### config.mk
export PLATFORM = sky130hd
export DESIGN_NAME = uart_rx_framer_flat
export DESIGN_NICKNAME = d
export VERILOG_FILES = /design/src/rtl/uart_pkg.sv /design/src/rtl/uart_rx_framer_if.sv /design/src/rtl/uart_rx_framer.sv /design/src/flat_wrapper.sv
export SDC_FILE = /design/constraint.sdc
export NUM_CORES = 1
export LEC_CHECK = 0
export ABC_AREA = 1
export CAP_MARGIN = 15
export CORE_MARGIN = 4
export CORE_UTILIZATION = 38
export DETAILED_ROUTE_END_ITERATION = 8
export GPL_TIMING_DRIVEN = 0
export PLACE_DENSITY_LB_ADDON = 0.25
export SYNTH_ARGS = -nofsm -noshare
export SYNTH_HDL_FRONTEND = slang
export SYNTH_SLANG_ARGS = --single-unit
### constraint.sdc
create_clock -name clk -period 1.6 [get_ports clk]
set_input_delay 0.24 -clock clk [delete_from_list [all_inputs] [get_ports clk]]
set_output_delay 0.24 -clock clk [all_outputs]
set_load 0.01 [all_outputs]
### src/rtl/uart_pkg.sv
// Shared UART package: receiver/transmitter state encoding, data width and half-bit helper.
package uart_pkg;

  typedef enum logic [2:0] {
    IDLE,
    START,
    DATA,
    PARITY,
    STOP,
    BREAK
  } rx_state_e;

  localparam int DATA_BITS = 8;

  // Odd bit periods round the half-bit down.
  function automatic int half_bit(input int bit_cycles);
    return bit_cycles / 2;
  endfunction

endpackage

### src/rtl/uart_rx_framer_if.sv
// Received-byte stream: valid/ready handshake carrying one byte per transfer.
interface uart_rx_framer_if;
  import uart_pkg::*;

  logic [DATA_BITS-1:0] rx_data;
  logic                 rx_valid;
  logic                 rx_ready;

  modport master (output rx_data, output rx_valid, input rx_ready);
  modport slave  (input rx_data, input rx_valid, output rx_ready);
endinterface

### src/rtl/uart_rx_framer.sv
// Mid-bit sampled 8N1 UART receiver: glitch reject, frame_err/overrun pulses, one-entry output register.
// Define UART_RX_PARITY_EN to add an even-parity bit and the parity_err pulse output.
module uart_rx_framer
  import uart_pkg::*;
#(
  parameter int PRESCALER = 24
) (
  input  logic             clk,
  input  logic             reset_n,
  input  logic             rx,
  uart_rx_framer_if.master rx_out,
  output logic             frame_err,
`ifdef UART_RX_PARITY_EN
  output logic             parity_err,
`endif
  output logic             overrun
);

  localparam int CNT_W = $clog2(PRESCALER);
  localparam logic [CNT_W-1:0] BIT_LOAD  = CNT_W'(PRESCALER - 1);
  localparam logic [CNT_W-1:0] HALF_LOAD = CNT_W'(half_bit(PRESCALER) - 1);

  rx_state_e            state_q, state_d;
  logic [CNT_W-1:0]     cnt_q, cnt_d;
  logic [2:0]           bit_idx_q, bit_idx_d;
  logic [DATA_BITS-1:0] shreg_q, shreg_d;
  logic                 done_q, done_d;
  logic                 frame_err_q, frame_err_d;
  logic [DATA_BITS-1:0] rx_data_q, rx_data_d;
  logic                 rx_valid_q, rx_valid_d;
  logic                 overrun_q, overrun_d;
`ifdef UART_RX_PARITY_EN
  logic                 par_q, par_d;
  logic                 parity_err_q, parity_err_d;
`endif

  always_comb begin
    state_d     = state_q;
    cnt_d       = cnt_q;
    bit_idx_d   = bit_idx_q;
    shreg_d     = shreg_q;
    done_d      = 1'b0;
    frame_err_d = 1'b0;
`ifdef UART_RX_PARITY_EN
    par_d        = par_q;
    parity_err_d = 1'b0;
`endif

    if (state_q != IDLE && state_q != BREAK) begin
      cnt_d = cnt_q - CNT_W'(1);
    end

    case (state_q)
      IDLE: begin
        if (!rx) begin
          cnt_d   = HALF_LOAD;
          state_d = START;
        end
      end
      START: begin
        if (cnt_q == '0) begin
          if (!rx) begin
            cnt_d     = BIT_LOAD;
            bit_idx_d = 3'd0;
            state_d   = DATA;
          end else begin
            state_d = IDLE;
          end
        end
      end
      DATA: begin
        if (cnt_q == '0) begin
          shreg_d = {rx, shreg_q[DATA_BITS-1:1]};
          cnt_d   = BIT_LOAD;
          if (bit_idx_q == 3'(DATA_BITS - 1)) begin
`ifdef UART_RX_PARITY_EN
            state_d = PARITY;
`else
            state_d = STOP;
`endif
          end else begin
            bit_idx_d = bit_idx_q + 3'd1;
          end
        end
      end
`ifdef UART_RX_PARITY_EN
      PARITY: begin
        if (cnt_q == '0) begin
          par_d   = rx;
          cnt_d   = BIT_LOAD;
          state_d = STOP;
        end
      end
`endif
      STOP: begin
        // Leave at mid-stop so a start bit right after the stop bit is caught.
        if (cnt_q == '0) begin
          if (rx) begin
            state_d = IDLE;
`ifdef UART_RX_PARITY_EN
            if (^{shreg_q, par_q}) begin
              parity_err_d = 1'b1;
            end else begin
              done_d = 1'b1;
            end
`else
            done_d = 1'b1;
`endif
          end else begin
            frame_err_d = 1'b1;
            state_d     = BREAK;
          end
        end
      end
      BREAK: begin
        if (rx) begin
          state_d = IDLE;
        end
      end
      default: state_d = IDLE;
    endcase
  end

  // Output register: a completed byte may replace a byte being accepted in the same cycle.
  always_comb begin
    rx_data_d  = rx_data_q;
    rx_valid_d = rx_valid_q;
    overrun_d  = 1'b0;
    if (done_q) begin
      if (!rx_valid_q || rx_out.rx_ready) begin
        rx_data_d  = shreg_q;
        rx_valid_d = 1'b1;
      end else begin
        overrun_d = 1'b1;
      end
    end else if (rx_valid_q && rx_out.rx_ready) begin
      rx_valid_d = 1'b0;
    end
  end

  always_ff @(posedge clk) begin
    if (!reset_n) begin
      state_q     <= IDLE;
      cnt_q       <= '0;
      bit_idx_q   <= 3'd0;
      shreg_q     <= '0;
      done_q      <= 1'b0;
      frame_err_q <= 1'b0;
      rx_data_q   <= '0;
      rx_valid_q  <= 1'b0;
      overrun_q   <= 1'b0;
`ifdef UART_RX_PARITY_EN
      par_q        <= 1'b0;
      parity_err_q <= 1'b0;
`endif
    end else begin
      state_q     <= state_d;
      cnt_q       <= cnt_d;
      bit_idx_q   <= bit_idx_d;
      shreg_q     <= shreg_d;
      done_q      <= done_d;
      frame_err_q <= frame_err_d;
      rx_data_q   <= rx_data_d;
      rx_valid_q  <= rx_valid_d;
      overrun_q   <= overrun_d;
`ifdef UART_RX_PARITY_EN
      par_q        <= par_d;
      parity_err_q <= parity_err_d;
`endif
    end
  end

  assign rx_out.rx_data  = rx_data_q;
  assign rx_out.rx_valid = rx_valid_q;
  assign frame_err       = frame_err_q;
  assign overrun         = overrun_q;
`ifdef UART_RX_PARITY_EN
  assign parity_err      = parity_err_q;
`endif

endmodule

### src/flat_wrapper.sv
// flat-port wrapper written by rule: the top's interface ports become plain ports
module uart_rx_framer_flat import uart_pkg::*;
#(
  parameter int PRESCALER = 24
)
  (clk, reset_n, rx, frame_err, overrun, rx_out_rx_data, rx_out_rx_valid, rx_out_rx_ready);
  uart_rx_framer_if rx_out_i ();
  input  logic clk;
  input  logic reset_n;
  input  logic rx;
  output logic frame_err;
  output logic overrun;
  output wire logic [$bits(rx_out_i.rx_data)-1:0] rx_out_rx_data;
  output wire logic [$bits(rx_out_i.rx_valid)-1:0] rx_out_rx_valid;
  input wire logic [$bits(rx_out_i.rx_ready)-1:0] rx_out_rx_ready;
  assign rx_out_rx_data = rx_out_i.rx_data;
  assign rx_out_rx_valid = rx_out_i.rx_valid;
  assign rx_out_i.rx_ready = rx_out_rx_ready;
  uart_rx_framer #(.PRESCALER(PRESCALER)) u_core (.clk(clk), .reset_n(reset_n), .rx(rx), .rx_out(rx_out_i), .frame_err(frame_err), .overrun(overrun));
endmodule
# Word-level counts from Yosys, hierarchy flattened
# Index checks and enable logic that the tools add are counted.
[classes]
addsub = 2
n_eq_ne = 15
muxes = 26
reduce_logical = 16
[ops]
columns = ["cell", "count"]
rows = [
  ["$mux W3", 11],
  ["$mux W5", 5],
  ["$pmux W3 S5", 1],
  ["$pmux W5 S3", 1],
  ["$ne A2 B2 Y1 const B", 5],
  ["$eq A3 B3 Y1 const B", 3],
  ["$ne A2 B1 Y1 const B", 4],
  ["$reduce_and A2 Y1", 4],
  ["$mux W1", 6],
  ["$pmux W3 S2", 1],
  ["$reduce_and A6 Y1", 1],
  ["$logic_not A5 Y1", 1],
  ["$reduce_and A5 Y1", 1],
  ["$sub A5 B1 Y5 const B", 1],
  ["$reduce_bool A2 Y1", 2],
  ["$add A3 B1 Y3 const B", 1],
  ["$eq A3 B1 Y1 const B", 1],
  ["$eq A3 B2 Y1 const B", 1],
  ["$logic_not A3 Y1", 1],
  ["$ne A3 B3 Y1 const B", 1],
  ["$reduce_and A3 Y1", 1],
  ["$reduce_bool A3 Y1", 1],
  ["$logic_and A1 B1 Y1", 2],
  ["$mux W2", 1],
  ["other kinds (2)", 2],
]
[totals]
ff_bits = 31
in_bits = 4
output_inout_bits = 11
elab_cells = 68

# Depth between registers and ports, before layout
[depth]
word_depth = 6
ltp_mapped = 10
ltp_nobuf = 10

# Worst setup path before layout
# Ideal clock, no wire load.
[synth_timing]
path_type = "register to register"
startpoint = "reg u_core.cnt_q[0]"
endpoint = "reg u_core.bit_idx_q[2]"
setup_time_ns = 0.118
t_arrival_ns = 1.233
required_ns = 1.482
slack_ns = 0.249
path_stages_with_launch = 10
n_path_buf = 0
period_less_slack_ns = 1.351
path_cell_list = "dfxtp_1 inv_1 ha_1 nand3b_2 clkinv_2 nand2_2 nor2_4 nand2_1 o21ai_1 nor2_1"
[synth_via]
elab_chain_cells = 3
elab_cells_between_ends = 4
classes_between = "2 x eq/ne; 2 x reduce/logical"
[synth_lines]
columns = ["item", "line", "source"]
rows = [
  ["from (decl)", "uart_rx_framer.sv:24", "logic [CNT_W-1:0] cnt_q, cnt_d;"],
  ["from (signal assigned)", "uart_rx_framer.sv:158", "cnt_q <= cnt_d;"],
  ["$logic_not A5 Y1 *", "uart_rx_framer.sv:61, uart_rx_framer.sv:72", ""],
  ["$ne A2 B1 Y1 (no source line)", "n/a", ""],
  ["$reduce_and A5 Y1 (no source line) *", "n/a", ""],
  ["to (signal assigned)", "uart_rx_framer.sv:159", "bit_idx_q <= bit_idx_d;"],
  ["to (decl)", "uart_rx_framer.sv:25", "logic [2:0] bit_idx_q, bit_idx_d;"],
]
# Mark *: on every way between the ends. The rest lies on a longest branch, timed or not.
# A chain may end at the register's enable or synchronous reset.

# Worst setup path in the final report
# Same ends and word-level chain as after synthesis.

==> flow_metrics.tcl <==
set metrics [dict create \
    antenna_found_initial 0 \
    critPathArrivalTime_ps 1570 \
    path_class "register to register" \
    switching_share_pct 37.1 \
    clock_sinks 31 \
    relSlewSlack_pct 75.5 \
    clk_latency_ps 280 \
    dp_hpwl_um 2150 \
    die_area_um2 5020 \
    synth-async-reset-ratio_pct 0 \
    seq_area_frac_synth_pct 41.3 \
    internal_power_mw 2.01 \
    fp.dieH_um 70.9 \
    run_status "complete, no violations" \
    cp.required_ps 1770 \
    fin_tns_setup_ps 0 \
    placed_cell_area_um2 1700 \
    grt.overflow.total 0 \
    synth_nets 214 \
    firstDrtPassIters 5 \
    clockPowerShare_pct 28.6 \
    synthFlopType "dfxtp_1" \
    cts_setup_buffers 0 \
    netSwitchingPower_mw 1.18 \
    die_w_um 70.9 \
    final_hold_viol_count 0 \
    p_comb_share_pct 39.6 \
    rows 22 \
    initial_core_util_pct 40.1 \
    via_per_inst 4.66 \
    rsz0062_at_grt "false" \
    drv_slew 0 \
    synth_area_um2 1500 \
    grt_pass1_vias 1207 \
    cp_max_fo 6 \
    yosys_warnings 0 \
    cts_tree "built" \
    pre_cts_ws_ps -177 \
    worst_setup_path_start_kind "register" \
    hp-class "register to register" \
    synth_top_cell_by_area "dfxtp_1" \
    htreeDepth 2 \
    syn_avg_cell_area_um2 7.26 \
    gp_congestion 0.827 \
    synth_edf_count 0 \
    maxCapViolations 0 \
    max_freq_ghz 0.712 \
    ctsLongestPathBuffers 2 \
    grt_first_pass_wirelength_um 5150 \
    gr-usage-all-layers_pct 13.1 \
    drt.antenna.violating_nets 0 \
    pin_count 15 \
    max_slew.worst_pin.slew_ps 367 \
    final_cell_area_um2 1860 \
    crit_path_end_kind "register" \
    final_nets 235 \
    drt_iter0_drc 64 \
    grt_max_degree 11 \
    ys_seq_elements 31 \
    setup_viol 0 \
    synthToLayoutAreaGrowth_pct 23.7 \
    post-route-period-util_pct 87.7 \
    ys_types 27 \
    num_antenna_cells 0 \
    yosys-top-cells-count "nor2_1, nand2_1, dfxtp_1" \
    fin_skew_ps 6.65 \
    portBuffers 14 \
    setup_slack_ps 196 \
    synth_top_area_share_pct 41.3 \
    num_vias 1291 \
    post_drt_wl_per_cell_um 10.8 \
    p_per_area_nw_per_um2 1720 \
    drive_gt1_share_pct 18.3 \
    core_um2 3740 \
    leakagePower_nw 0.871 \
    cts.clk_slew.worst_paths_ps 70 \
    yosysMostFrequentCell "nor2_1" \
    cts_buffers 5 \
    nFillCells 374 \
    pwr-share-seq_pct 31.8 \
    vdd_drop_max_mv 0.488 \
    min_period_ps 1400 \
    cts_root_buf "clkbuf_8" \
    synth_area_leaders "dfxtp_1, nor2_1, nand2_1" \
    wirelength_um 3000 \
    synth_cells 207 \
    drc_errors 0 \
    fin_worst_hold_slack_ps 495 \
]
-- registers in the layout, summed over array words and instances, names as in the netlist --
register / flops
u_core.bit_idx_q: 3
u_core.rx_out.rx_data: 8
u_core.frame_err: 1
u_core.rx_out.rx_valid: 1
u_core.done_q: 1
u_core.shreg_q: 8
u_core.cnt_q: 5
u_core.overrun: 1
u_core.state_q: 3
-- layout make-up --
class	count	area (um2)	share of cell area, %
clock buffers	6	72.6	3.90
repair buffers	14	140	7.54
clock inverters	2	60.1	3.23
flip-flops and latches	31	621	33.4
inverters	25	97.6	5.25
multi-input cells	149	793	42.7
plain buffers	2	15.0	0.808
well taps	48	60.1	3.23
-- power by group through the flow --
stage | combinational (mW) | sequential, mW | clock, mW
detailed placement | 1.20 | 1.03 | 0
global placement | 1.18 | 1.03 | 0
floorplan | 0.995 | 1.01 | 0
finish | 1.26 | 1.02 | 0.912
CTS | 1.21 | 1.01 | 0.942
global route | 1.45 | 1.03 | 0.963
-- cells in the final DEF, fill, tap and decap left out, drive strengths merged --
cell           netlist  routed
a21oi                7       7
and2                 1       1
buf                  2       2
bufinv               0       2
clkbuf               0       6
clkdlybuf4s50        0      14
clkinv               2       2
dfxtp               31      31
ha                   3       3
inv                 23      23
nand2               39      39
nand3               15      15
nand3b               1       1
nor2                53      53
nor3                 2       2
nor4                 1       1
o21ai               25      25
xor2                 2       2
-- what timing repair did --
item / CTS / global route
setup endpoints to repair: 0 / 14
hold buffers: 0 / 0
gates resized for setup: 0 / 4
-- critical path: stages (launching register included) --
cell and delay (ps):
dfxtp_1 300, inv_1 150, ha_4 200, nand3b_4 130
clkinv_2 110, nand2_2 70, nor2_4 160, nand2_1 60
o21ai_1 70, nor2_1 50
-- stage by stage --
step                      utilization, %  power, mW  std cells
final                               49.7       3.19        277
after CTS                           49.0       3.17        277
after global routing                49.7       3.44        277
after detailed placement            45.5       2.23        269
after floorplan                        -       2.01        207
after global placement              45.5       2.21        269
-- final timing paths --
kind                                      start             endpoint  slack (ps)  cells past startpoint
worst min-delay path              u_core.done_q       u_core.overrun         500                      2
worst max register to register  u_core.cnt_q[0]  u_core.bit_idx_q[2]         200                      9
worst max-delay path            u_core.cnt_q[0]  u_core.bit_idx_q[2]         200                      9
worst min register to register    u_core.done_q       u_core.overrun         500                      2
-- per-layer routing --
layer / up-vias / wire, um / track usage (%)
met2: 15 / 1350 / 19.9
met3: 5 / 97 / 3.55
li1: 698 / - / -
met4: 0 / 70 / 7.52
met5: - / 0 / 0
met1: 573 / 1480 / 16.5
-- cell families (layout without fill, tap and decap cells) --
group	Yosys count	count (layout)	share of synthesized area (%)
compound gates	32	32	11.7
simple gates	112	112	35.9
xor+xnor	2	2	1.17
fa+ha+maj	3	3	2.50
flops	31	31	41.3
buf+inv	27	49	7.49
Note: power is estimated with default switching activity, not from simulation.
